`src/rtl/fifo_if.sv`:
```
// fifo_if: producer/consumer side of the fifo (write request, read request, flags, read data).
// Latency/backpressure: none here; full_flag/empty_flag returned by the fifo gate the requests.
interface fifo_if #(
    parameter int WIDTH = 32
);
    logic [WIDTH-1:0] wdata;
    logic             wr_en;
    logic             full_flag;
    logic [WIDTH-1:0] rdata;
    logic             rd_en;
    logic             empty_flag;

    modport master (
        output wdata,
        output wr_en,
        output rd_en,
        input  full_flag,
        input  rdata,
        input  empty_flag
    );

    modport slave (
        input  wdata,
        input  wr_en,
        input  rd_en,
        output full_flag,
        output rdata,
        output empty_flag
    );
endinterface

```
`src/rtl/fifo.sv`:
```
// fifo: single-clock DEPTH x WIDTH queue; a write is readable one edge later, rdata is registered on pop.
// Backpressure via full_flag/empty_flag; writes when full and reads when empty are silently dropped.
module fifo #(
    parameter int WIDTH = 32,
    parameter int DEPTH = 8
) (
    input  logic   clk,
    input  logic   rst,
    fifo_if.slave  bus
);
    localparam int            AW       = $clog2(DEPTH);
    localparam logic [AW:0]   FULL_CNT = (AW + 1)'(DEPTH);

    logic [WIDTH-1:0] r_mem [DEPTH];
    logic [AW-1:0]    r_wptr;
    logic [AW-1:0]    r_rptr;
    logic [AW:0]      r_count;
    logic [WIDTH-1:0] r_rdata;

    logic             w_full;
    logic             w_empty;
    logic             w_wr_acc;
    logic             w_rd_acc;

    assign w_full   = (r_count == FULL_CNT);
    assign w_empty  = (r_count == '0);
    assign w_wr_acc = bus.wr_en & ~w_full;
    assign w_rd_acc = bus.rd_en & ~w_empty;

    assign bus.full_flag  = w_full;
    assign bus.empty_flag = w_empty;
    assign bus.rdata      = r_rdata;

    // Storage is left uncleared: after reset every entry is behind the pointers.
    always_ff @(posedge clk) begin
        if (w_wr_acc) begin
            r_mem[r_wptr] <= bus.wdata;
        end
    end

    always_ff @(posedge clk or negedge rst) begin
        if (!rst) begin
            r_wptr  <= '0;
            r_rptr  <= '0;
            r_count <= '0;
            r_rdata <= '0;
        end else begin
            if (w_wr_acc) begin
                r_wptr <= r_wptr + 1'b1;
            end
            if (w_rd_acc) begin
                r_rptr  <= r_rptr + 1'b1;
                r_rdata <= r_mem[r_rptr];
            end
            case ({w_wr_acc, w_rd_acc})
                2'b10:   r_count <= r_count + 1'b1;
                2'b01:   r_count <= r_count - 1'b1;
                default: r_count <= r_count;
            endcase
        end
    end
endmodule

```
`src/flat_wrapper.sv`:
```
// flat-port wrapper written by rule: the top's interface ports become plain ports
module fifo_flat 
#(
    parameter int WIDTH = 32,
    parameter int DEPTH = 8
)
  (clk, rst, bus_wdata, bus_wr_en, bus_rd_en, bus_full_flag, bus_rdata, bus_empty_flag);
  fifo_if #(.WIDTH(WIDTH)) bus_i ();
  input  logic clk;
  input  logic rst;
  input wire logic [$bits(bus_i.wdata)-1:0] bus_wdata;
  input wire logic [$bits(bus_i.wr_en)-1:0] bus_wr_en;
  input wire logic [$bits(bus_i.rd_en)-1:0] bus_rd_en;
  output wire logic [$bits(bus_i.full_flag)-1:0] bus_full_flag;
  output wire logic [$bits(bus_i.rdata)-1:0] bus_rdata;
  output wire logic [$bits(bus_i.empty_flag)-1:0] bus_empty_flag;
  assign bus_i.wdata = bus_wdata;
  assign bus_i.wr_en = bus_wr_en;
  assign bus_i.rd_en = bus_rd_en;
  assign bus_full_flag = bus_i.full_flag;
  assign bus_rdata = bus_i.rdata;
  assign bus_empty_flag = bus_i.empty_flag;
  fifo #(.WIDTH(WIDTH), .DEPTH(DEPTH)) u_core (.clk(clk), .rst(rst), .bus(bus_i));
endmodule
```
`config.mk`:
```
export PLATFORM = sky130hd
export DESIGN_NAME = fifo_flat
export DESIGN_NICKNAME = d
export VERILOG_FILES = /design/src/rtl/fifo_if.sv /design/src/rtl/fifo.sv /design/src/flat_wrapper.sv
export SDC_FILE = /design/constraint.sdc
export NUM_CORES = 1
export LEC_CHECK = 0
export ABC_CLOCK_PERIOD_IN_PS = 6600
export BUFFER_PORTS_ARGS = -buffer_cell sky130_fd_sc_hd__buf_2
export CORE_MARGIN = 2
export CORE_UTILIZATION = 61
export CTS_CLUSTER_DIAMETER = 40
export DETAILED_ROUTE_END_ITERATION = 8
export PLACE_DENSITY = 0.88
export SLEW_MARGIN = 25
export SYNTH_ARGS = -nofsm -noshare
export SYNTH_HDL_FRONTEND = slang
export SYNTH_SLANG_ARGS = --single-unit
```
`constraint.sdc`:
```
create_clock -name clk -period 6.6 [get_ports clk]
set_input_delay 0.33 -clock clk [delete_from_list [all_inputs] [get_ports clk]]
set_output_delay 0.33 -clock clk [all_outputs]
set_load 0.03 [all_outputs]
```
### Word-level counts from Yosys, hierarchy flattened

Memories as Yosys holds them, arrays and structs flattened. A register that Yosys moved wholly into a read port is not among the register bits.
Cells that the tools add are included.

* memory bits (writable): 256
* register bits: 10
* logic and storage cells: 21
* memories: 1

Memory list
* u_core.r_mem: words 8, width 32, rd ports 1, clocked after Yosys merged registers in 1, wr ports 1, line fifo.sv:14 `logic [WIDTH-1:0] r_mem [DEPTH];`

* add/subtract/negate cells: 4
* eq/ne operators: 3
* multiplexer cells: 3
* reduce and logical (&&, ||, !) cells: 3
* bitwise logic cells: 4

Operators by type and width (number)
* $pmux 4 s2: 1
* $add 3x1->3 const B: 2
* $add 4x1->4 const B: 1
* $eq 4x4->1 const B: 1
* $logic_not 4->1: 1
* $sub 4x1->4 const B: 1
* $and 1x1->1: 2
* $eq 2x1->1 const B: 1
* $eq 2x2->1 const B: 1
* $mux 1: 2
* $not 1->1: 2
* $reduce_bool 2->1: 1
* $logic_not 1->1: 1

### Logic depth before layout (Yosys ltp)

Gate-level depths: netlist (run 1).

* depth in word-level cells: 5
* gate-level depth with buffers: 9
* depth with buffers taken out: 9

### Worst setup path before layout (run 1)

Ideal clock, no wire load.

* path type: register to register
* start: register u_core.r_count[0]
* end: memory u_core.r_mem[0][0] (enable)
* arrival: 3142 ps
* library setup time: 461 ps
* cell stages (with the launch flop): 5
* path slack: 2997 ps
* required time: 6139 ps
* period minus slack after synthesis: 3603 ps
* cell sequence: dfrtp_1 nor3_1 a21boi_1 nand2b_1 nor3_1

* cells in the longest elaborated chain, start to end: 5

RTL lines
* start, declared: line fifo.sv:17 `logic [AW:0] r_count;`
* start signal, assigned: line fifo.sv:56 `2'b10: r_count <= r_count + 1'b1;`
* start signal, assigned: line fifo.sv:57 `2'b01: r_count <= r_count - 1'b1;`
* start signal, assigned: line fifo.sv:58 `default: r_count <= r_count;`
* $eq 4x4->1: line fifo.sv:25 `assign w_full = (r_count == FULL_CNT);`
* $not 1->1: line fifo.sv:27 `assign w_wr_acc = bus.wr_en & ~w_full;`
* $and 1x1->1: line fifo.sv:27
* $mux 1: line fifo.sv:36 `if (w_wr_acc) begin`
* $mux 1 (not written as such): line fifo.sv:37 `r_mem[r_wptr] <= bus.wdata;`
* end, declared: line fifo.sv:14

No other way between the ends.

### Worst setup path after layout (run 1)

* start: register u_core.r_count[3]
* end: register u_core.r_count[3]

* cells in the longest elaborated chain, start to end: 5
* elaborated cells between the ends (all ways): 12
* those cells by class: 2 x add/sub; 3 x eq/ne; 1 x mux; 4 x bitwise; 2 x reduce/logical

RTL lines
* $logic_not 4->1 (*): line fifo.sv:26 `assign w_empty = (r_count == '0);`
* $not 1->1 (*): line fifo.sv:28 `assign w_rd_acc = bus.rd_en & ~w_empty;`
* $and 1x1->1 (*): line fifo.sv:28
* named net u_core.w_rd_acc: line fifo.sv:23 `logic w_rd_acc;`
* $eq 2x1->1 / $eq 2x2->1 (equally long branches): line fifo.sv:55 `case ({w_wr_acc, w_rd_acc})`
* $pmux 4 s2 / $reduce_bool 2->1 (equally long branches)

Mark *: on every way through the listed nets, which the timed path passes. The rest lies on a longest branch.
A chain may end at the register's enable or synchronous reset.

==> qor.txt, run 1 <==
total power - 6.340 mW
syn avg cell area - 17.63 sq um
vias in the first global route - 6836
Post-Synthesis Cells - 653
clk_lat worst skew - 0.51 ns
grt met1 use - 0.3265
CTS tree - done
CTS Sinks - 298
Worst Setup Start Kind - flip-flop
relative max-transition margin - 0.4705
Multi-input gate area - 2604 sq um
Post-Syn Area - 11510 sq um
met3 usage - 0.05062
layout cells sized above 1 - 0.2833
VDD IR max - 0.2777 mV
Routed Antenna Nets - 0
CP arrival - 3.61 ns
Cell variety after synth - 34
initial antenna violation count - 3
synth warn - 0
slowest stage cell, crit path - buf_4
setup repair bufs after CTS - 0
CORE AREA - 18580 sq um
TritonRoute pass-1 iters - 5
family with the most delay on the worst path - compound AO/OA/AOI/OAI gates
std cell rows - 50
syn_nets - 695
Reg clk slew, reported paths - 0.06 ns
layer with the highest usage - met2
Req. time, crit path - 6.98 ns
MaxCap Viol Count - 0
Peak Freq - 0.3088 GHz
Via density - 6.459
Fillers - 1049
clock skew - 0.01394 ns
All-Layer GR Usage - 0.2542
placed inst area - 12190 sq um
max incr delay on CP - 0.68 ns
Wirelength per Cell - 25.05 um
GRT overflow - 0
outcome - finished, final reports clean
period utilization - 0.4906
Power Density - 475.9 nW/um^2
Max clock buf depth - 3
largest net degree at the start of global routing - 68
DR iter-0 viols - 555
crit-path max FO - 67
vias - 6478
Storage cell area - 8742 sq um
total wire length - 25.12 mm
die width - 141.4 um
area delta synth->final - 15.75%
first-pass GRT wire length - 38.09 mm
CTS Buf Count - 35
# nets final - 783
sequential-to-total area share from yosys stat - 0.7592
synthesis-stage register bit count - 298
chip height - 141.4 um
max-slew violations - 0
# IOs - 70
fin area - 13320 sq um
CTS H-tree lvls - 2
crit path cell chain - o41ai_4 -> buf_4 -> inv_2 -> ha_1 -> ha_1 -> a21oi_1 -> o21ai_0 -> o311ai_0
Worst Setup End Kind - flip-flop
sum of negative setup slack - 0 ns
Hold Buf Count CTS - 1
worst hold margin - 0.09267 ns
Starting Density - 0.6195
grt met2 use - 0.4203
Finish-stage setup viols - 0
final hold violation count - 0
hold crit path type - primary input to flip-flop
CP Class - flip-flop to flip-flop
post_cts resized - 0
# DRC - 0
die area - 19980 sq um
Clock Root Buffer - clkbuf_16
unrepaired setup endpoints after global routing - false
DP Wirelength - 13.08 mm
post-layout min period - 3.238 ns
Leak - 4.813 nW
IO buf count - 69
CP dominant cell by count - ha_1
Slew @ Worst Pin - 0.7943 ns
Buffers & Inverters on Critical Path - 2
Final Wtd Congestion - 0.7273
==> cell usage after synthesis, drive strengths merged <==
library cell / instances / share of area
fa: 1 / 0.0017
a21boi: 1 / 0.00065
a21oi: 1 / 0.00043
buf: 22 / 0.014
nor3b: 1 / 0.00065
o41ai: 1 / 0.0014
nand4b: 1 / 0.00076
and2: 1 / 0.00054
a221o: 9 / 0.0078
nand2b: 5 / 0.0027
or3: 1 / 0.00054
nor3: 4 / 0.0017
a22oi: 23 / 0.015
xor2: 1 / 0.00076
mux2: 64 / 0.063
nand2: 47 / 0.015
nor4: 2 / 0.0011
ha: 5 / 0.0054
clkbuf: 13 / 0.0042
o311ai: 1 / 0.00076
inv: 7 / 0.0023
o22ai: 9 / 0.0049
mux2i: 65 / 0.057
o221ai: 23 / 0.018
dfrtp: 42 / 0.091
o21ai: 35 / 0.015
nor2b: 1 / 0.00054
nor2: 7 / 0.0023
edfxtp: 256 / 0.67
xnor2: 4 / 0.0030
==> cells by family after synthesis <==
group                      Yosys count  share of synthesized area
muxes                              129                     0.1191
buffers and inverters               42                    0.02076
adders and majority gates            6                   0.007175
DFF                                298                     0.7592
xor gates and xnor gates             5                   0.003805
AOI/OAI and AO/OA                  103                    0.06370
and+or+nand+nor                     70                    0.02620
==> stage by stage <==
step,setup WS [ns],utilization,cells
after floorplan,2.997,-,653
after global placement,3.712,0.6517,934
after detailed placement,3.448,0.6561,937
after CTS,3.413,0.7166,1000
after global routing,3.122,0.7170,1003
final,3.362,0.7170,1003
==> worst paths after layout <==
path	start	to	slack, ns	cells after the start
worst max-delay path	u_core.r_count[3]$_DFFE_PN0P_	u_core.r_count[3]$_DFFE_PN0P_	3.36	8
worst min-delay path	bus_wdata[7]	u_core.r_mem[2][7]$_DFFE_PP_	0.09	1
worst max register to register	u_core.r_count[3]$_DFFE_PN0P_	u_core.r_count[3]$_DFFE_PN0P_	3.36	8
worst min register to register	u_core.bus.rdata[10]$_DFFE_PN0P_	u_core.bus.rdata[10]$_DFFE_PN0P_	0.48	2
max in group asynchronous	rst	u_core.r_rptr[0]$_DFFE_PN0P_	5.60	3
min in group asynchronous	rst	u_core.r_count[0]$_DFFE_PN0P_	0.49	3
==> state kept, by name, indices dropped and copies added, names as in the netlist <==
| register | count |
|---|---|
| u_core.r_rptr | 3 |
| u_core.bus.rdata | 32 |
| u_core.r_mem | 256 |
| u_core.r_wptr | 3 |
| u_core.r_count | 4 |
==> routing by layer <==
metal	wire, um	vias up
li1	-	2764
met1	9723	3309
met2	12680	337
met3	1888	68
met4	827	0
met5	0	-
==> report_power, final <==
part / internal [mW] / switching, mW
combinational: 0.692 / 1.13
clock: 1.10 / 0.749
sequential: 2.43 / 0.240
==> area by class of cell <==
type | count | area share
antenna | 3 | 0.0005635
clock buffer | 44 | 0.07053
clock inverter | 18 | 0.01315
inverter | 7 | 0.001972
multi-input combinational | 313 | 0.1954
sequential | 298 | 0.6562
tap | 234 | 0.02198
timing repair buffer | 86 | 0.04020
==> cell usage in the layout, fill, tap and decap left out, types with 4 or more instances in the layout <==
| cell type | synthesis | routed |
|---|---|---|
| a221o_1 | 9 | 9 |
| a22oi_1 | 23 | 23 |
| buf_2 | 8 | 69 |
| buf_4 | 9 | 13 |
| clkbuf_1 | 13 | 6 |
| clkbuf_16 | 0 | 35 |
| clkinv_2 | 0 | 5 |
| dfrtp_1 | 42 | 41 |
| edfxtp_1 | 256 | 256 |
| ha_1 | 5 | 5 |
| inv_1 | 6 | 6 |
| inv_6 | 0 | 5 |
| mux2_2 | 64 | 64 |
| mux2i_1 | 65 | 65 |
| nand2_1 | 47 | 47 |
| nand2b_1 | 5 | 5 |
| nor2_4 | 0 | 6 |
| o21ai_1 | 32 | 32 |
| o221ai_1 | 23 | 23 |
| o22ai_1 | 9 | 9 |
| xnor2_1 | 4 | 4 |
Note: power is estimated with default switching activity, not from simulation.
==> inputs of run 2 (changes only) <==
--- a/config.mk
+++ b/config.mk
@@ -5,7 +5,8 @@
 export SDC_FILE = /design/constraint.sdc
 export NUM_CORES = 1
 export LEC_CHECK = 0
-export ABC_CLOCK_PERIOD_IN_PS = 6600
+export ABC_AREA = 1
+export ABC_CLOCK_PERIOD_IN_PS = 3400
 export BUFFER_PORTS_ARGS = -buffer_cell sky130_fd_sc_hd__buf_2
 export CORE_MARGIN = 2
 export CORE_UTILIZATION = 61
==> constraint.sdc (replaced) <==
create_clock -name clk -period 3.4 [get_ports clk]
set_input_delay 0.17 -clock clk [delete_from_list [all_inputs] [get_ports clk]]
set_output_delay 0.17 -clock clk [all_outputs]
set_load 0.03 [all_outputs]
==> qor.txt, run 2 <==
commonest register cell after synthesis - edfxtp_1
most common cell in the netlist - nand2_1
Hold Buf Count CTS - 34
setup repair bufs after CTS - 0
relative max-transition margin - 0.4148
Top reg by flops - u_core.r_mem
final hold violation count - 0
Reg clk slew, reported paths - 0.05 ns
Setup crit start - u_core.r_count[0]$_DFFE_PN0P_
IO buf count - 69
chip height - 147.7 um
Logic pwr share - 0.306
Switching Share - 0.3600
final core occ - 0.7311
TritonRoute pass-1 iters - 6
commonest non-fill, non-tap cell in the layout - nand2_1
clk_lat worst skew - 0.52 ns
outcome - finished, final reports clean
period utilization - 0.6774
total wire length - 27.16 mm
Leak - 6.614 nW
largest net degree at the start of global routing - 82
vias in the first global route - 8762
# IOs - 70
All-Layer GR Usage - 0.2568
Wirelength per Cell - 16.99 um
Placement Setup Slack - 1.123 ns
max-slew violations - 0
GRT overflow - 0
post_cts resized - 0
ANT cells - 0
hold_sp - bus_rd_en
layout cells sized above 1 - 0.1249
reg2reg start - u_core.r_count[0]$_DFFE_PN0P_
worst flop-to-flop path endpoint - u_core.r_mem[7][6]$_DFFE_PP_
CTS Sinks - 298
setup ws final - 1.097 ns
CORE AREA - 20230 sq um
initial antenna violation count - 0
Post-Synthesis Cells - 1196
switching power total - 4.726 mW
CTS Buf Count - 36
std cell rows - 52
Peak Freq - 0.4342 GHz
max reg flops - 256
sum of negative setup slack - 0 ns
hold crit path type - primary input to flip-flop
crit-path max FO - 20
VDD IR max - 0.5001 mV
Slew @ Worst Pin - 0.8778 ns
DP Wirelength - 14.69 mm
clock power share - 0.308
most frequent cells in the layout - nand2_1 (412), edfxtp_1 (256), inv_1 (204), nand3_1 (197), buf_2 (69)
EDFF count, synth - 256
# nets final - 1343
area share of the largest cell type after synthesis - 0.6102
worst hold margin - 0.2481 ns
flop-to-flop setup slack - 1.10 ns
Synth area leader - edfxtp_1
Max clock buf depth - 3
Routed Antenna Nets - 0
Final Wtd Congestion - 0.7938
CP Class - flip-flop to flip-flop
# DRC - 0
area delta synth->final - 17.42%
MaxCap Viol Count - 0
Hold Crit Endpoint - u_core.bus.rdata[15]$_DFFE_PN0P_
vias - 8659
Starting Density - 0.6226
die width - 147.7 um
Req. time, crit path - 3.58 ns
largest cells by area after synthesis - edfxtp_1 (61%), nand2_1 (12%), dfrtp_1 (8.3%), nand3_1 (7.8%), inv_1 (6.1%)
syn avg cell area - 10.53 sq um
Worst Setup End Kind - flip-flop
unrepaired setup endpoints after global routing - false
CTS H-tree lvls - 2
CTS tree - done
first-pass GRT wire length - 43.46 mm
Power Density - 887.5 nW/um^2
DR iter-0 viols - 741
placed inst area - 13170 sq um
Reg2Reg Depth - 7
Cell variety after synth - 23
post-layout min period - 2.303 ns
die area - 21820 sq um
sequential-to-total area share from yosys stat - 0.6936
Worst Setup Start Kind - flip-flop
Int Pwr - 8.402 mW
asr flop ratio synth - 0.1409
sequential fraction of design power - 0.387
synth cell count leaders - nand2_1 (412), edfxtp_1 (256), inv_1 (205)
Finish-stage setup viols - 0
Via density - 5.415
Clock Root Buffer - clkbuf_16
clock skew - 0.02072 ns
hold path depth - 5
synth warn - 0
fin area - 14790 sq um
syn_nets - 1238
synthesis-stage register bit count - 298
Post-Syn Area - 12600 sq um
CP arrival - 2.49 ns
-- run 2: cell count changes in the layout (fill, tap and decap cells not counted), moves of 32 or more --
| cell | previous run | this run |
|---|---|---|
| inv_1 | 6 | 204 |
| nand3_1 | 0 | 197 |
| mux2i_1 | 65 | 0 |
| o21ai_1 | 32 | 0 |
| nand2_1 | 47 | 412 |
| dlygate4sd3_1 | 1 | 34 |
| mux2_2 | 64 | 0 |
-- run 2: critical path, stage by stage, from the launching register on --
cell and delay, ns:
dfrtp_1 0.41, nor2_2 0.07, nand3_1 0.11, nand2_1 0.12
inv_1 0.14, nand2_1 0.24, nor2_4 0.46, buf_4 0.41
-- run 2: how the worst max path moves through the flow --
stage                                     to  slack (ns)  cells past startpoint
2_1_floorplan   u_core.r_mem[0][0]$_DFFE_PP_        0.74                      5
3_3_place_gp   u_core.r_count[3]$_DFFE_PN0P_        1.19                     12
3_5_place_dp    u_core.r_mem[7][4]$_DFFE_PP_        1.12                      7
4_1_cts         u_core.r_mem[7][6]$_DFFE_PP_        1.09                      7
5_1_grt        u_core.r_count[2]$_DFFE_PN0P_        0.96                      9
6_report        u_core.r_mem[7][6]$_DFFE_PP_        1.10                      7
-- run 2: cells by family (layout without fill, tap and decap cells) --
logic type,count (synthesis),after routing,synth area share
DFF,298,298,0.6936
buffers and inverters,262,395,0.08968
adders and majority gates,6,6,0.006555
xor gates and xnor gates,3,3,0.002086
AOI/OAI and AO/OA,4,4,0.001589
and+or+nand+nor,623,623,0.2065
-- run 2: metal layers --
metal / wire (um) / global-route usage / up-vias
met1: 10540 / 0.3191 / 4110
met4: 1029 / 0.1255 / 0
met5: 0 / 0 / -
met3: 2072 / 0.05062 / 98
li1: - / - / 4050
met2: 13520 / 0.4351 / 401
-- run 2: power by group through the flow --
stage | combinational (mW) | clock [mW] | sequential [mW]
3_3_place_gp | 3.76 | 0 | 5.10
2_1_floorplan | 2.65 | 0 | 5.36
4_1_cts | 4.01 | 4.07 | 5.07
3_5_place_dp | 3.91 | 0 | 5.13
6_report | 4.01 | 4.04 | 5.08
5_1_grt | 4.44 | 4.25 | 5.14
-- run 2: through the flow --
step,std cells,power (mW)
after floorplan,1196,8.014
after global placement,1499,8.865
after detailed placement,1499,9.044
after CTS,1599,13.15
after global routing,1599,13.82
final,1599,13.13
-- run 2: final cells by class --
class / instances / area, sq um
clock inverters: 23 / 309.0
well taps: 270 / 337.8
fillers: 1279 / 5441
clock buffers: 43 / 978.4
multi-input cells: 636 / 2790
flip-flops and latches: 298 / 8743
repair buffers: 122 / 853.3
inverters: 207 / 780.7
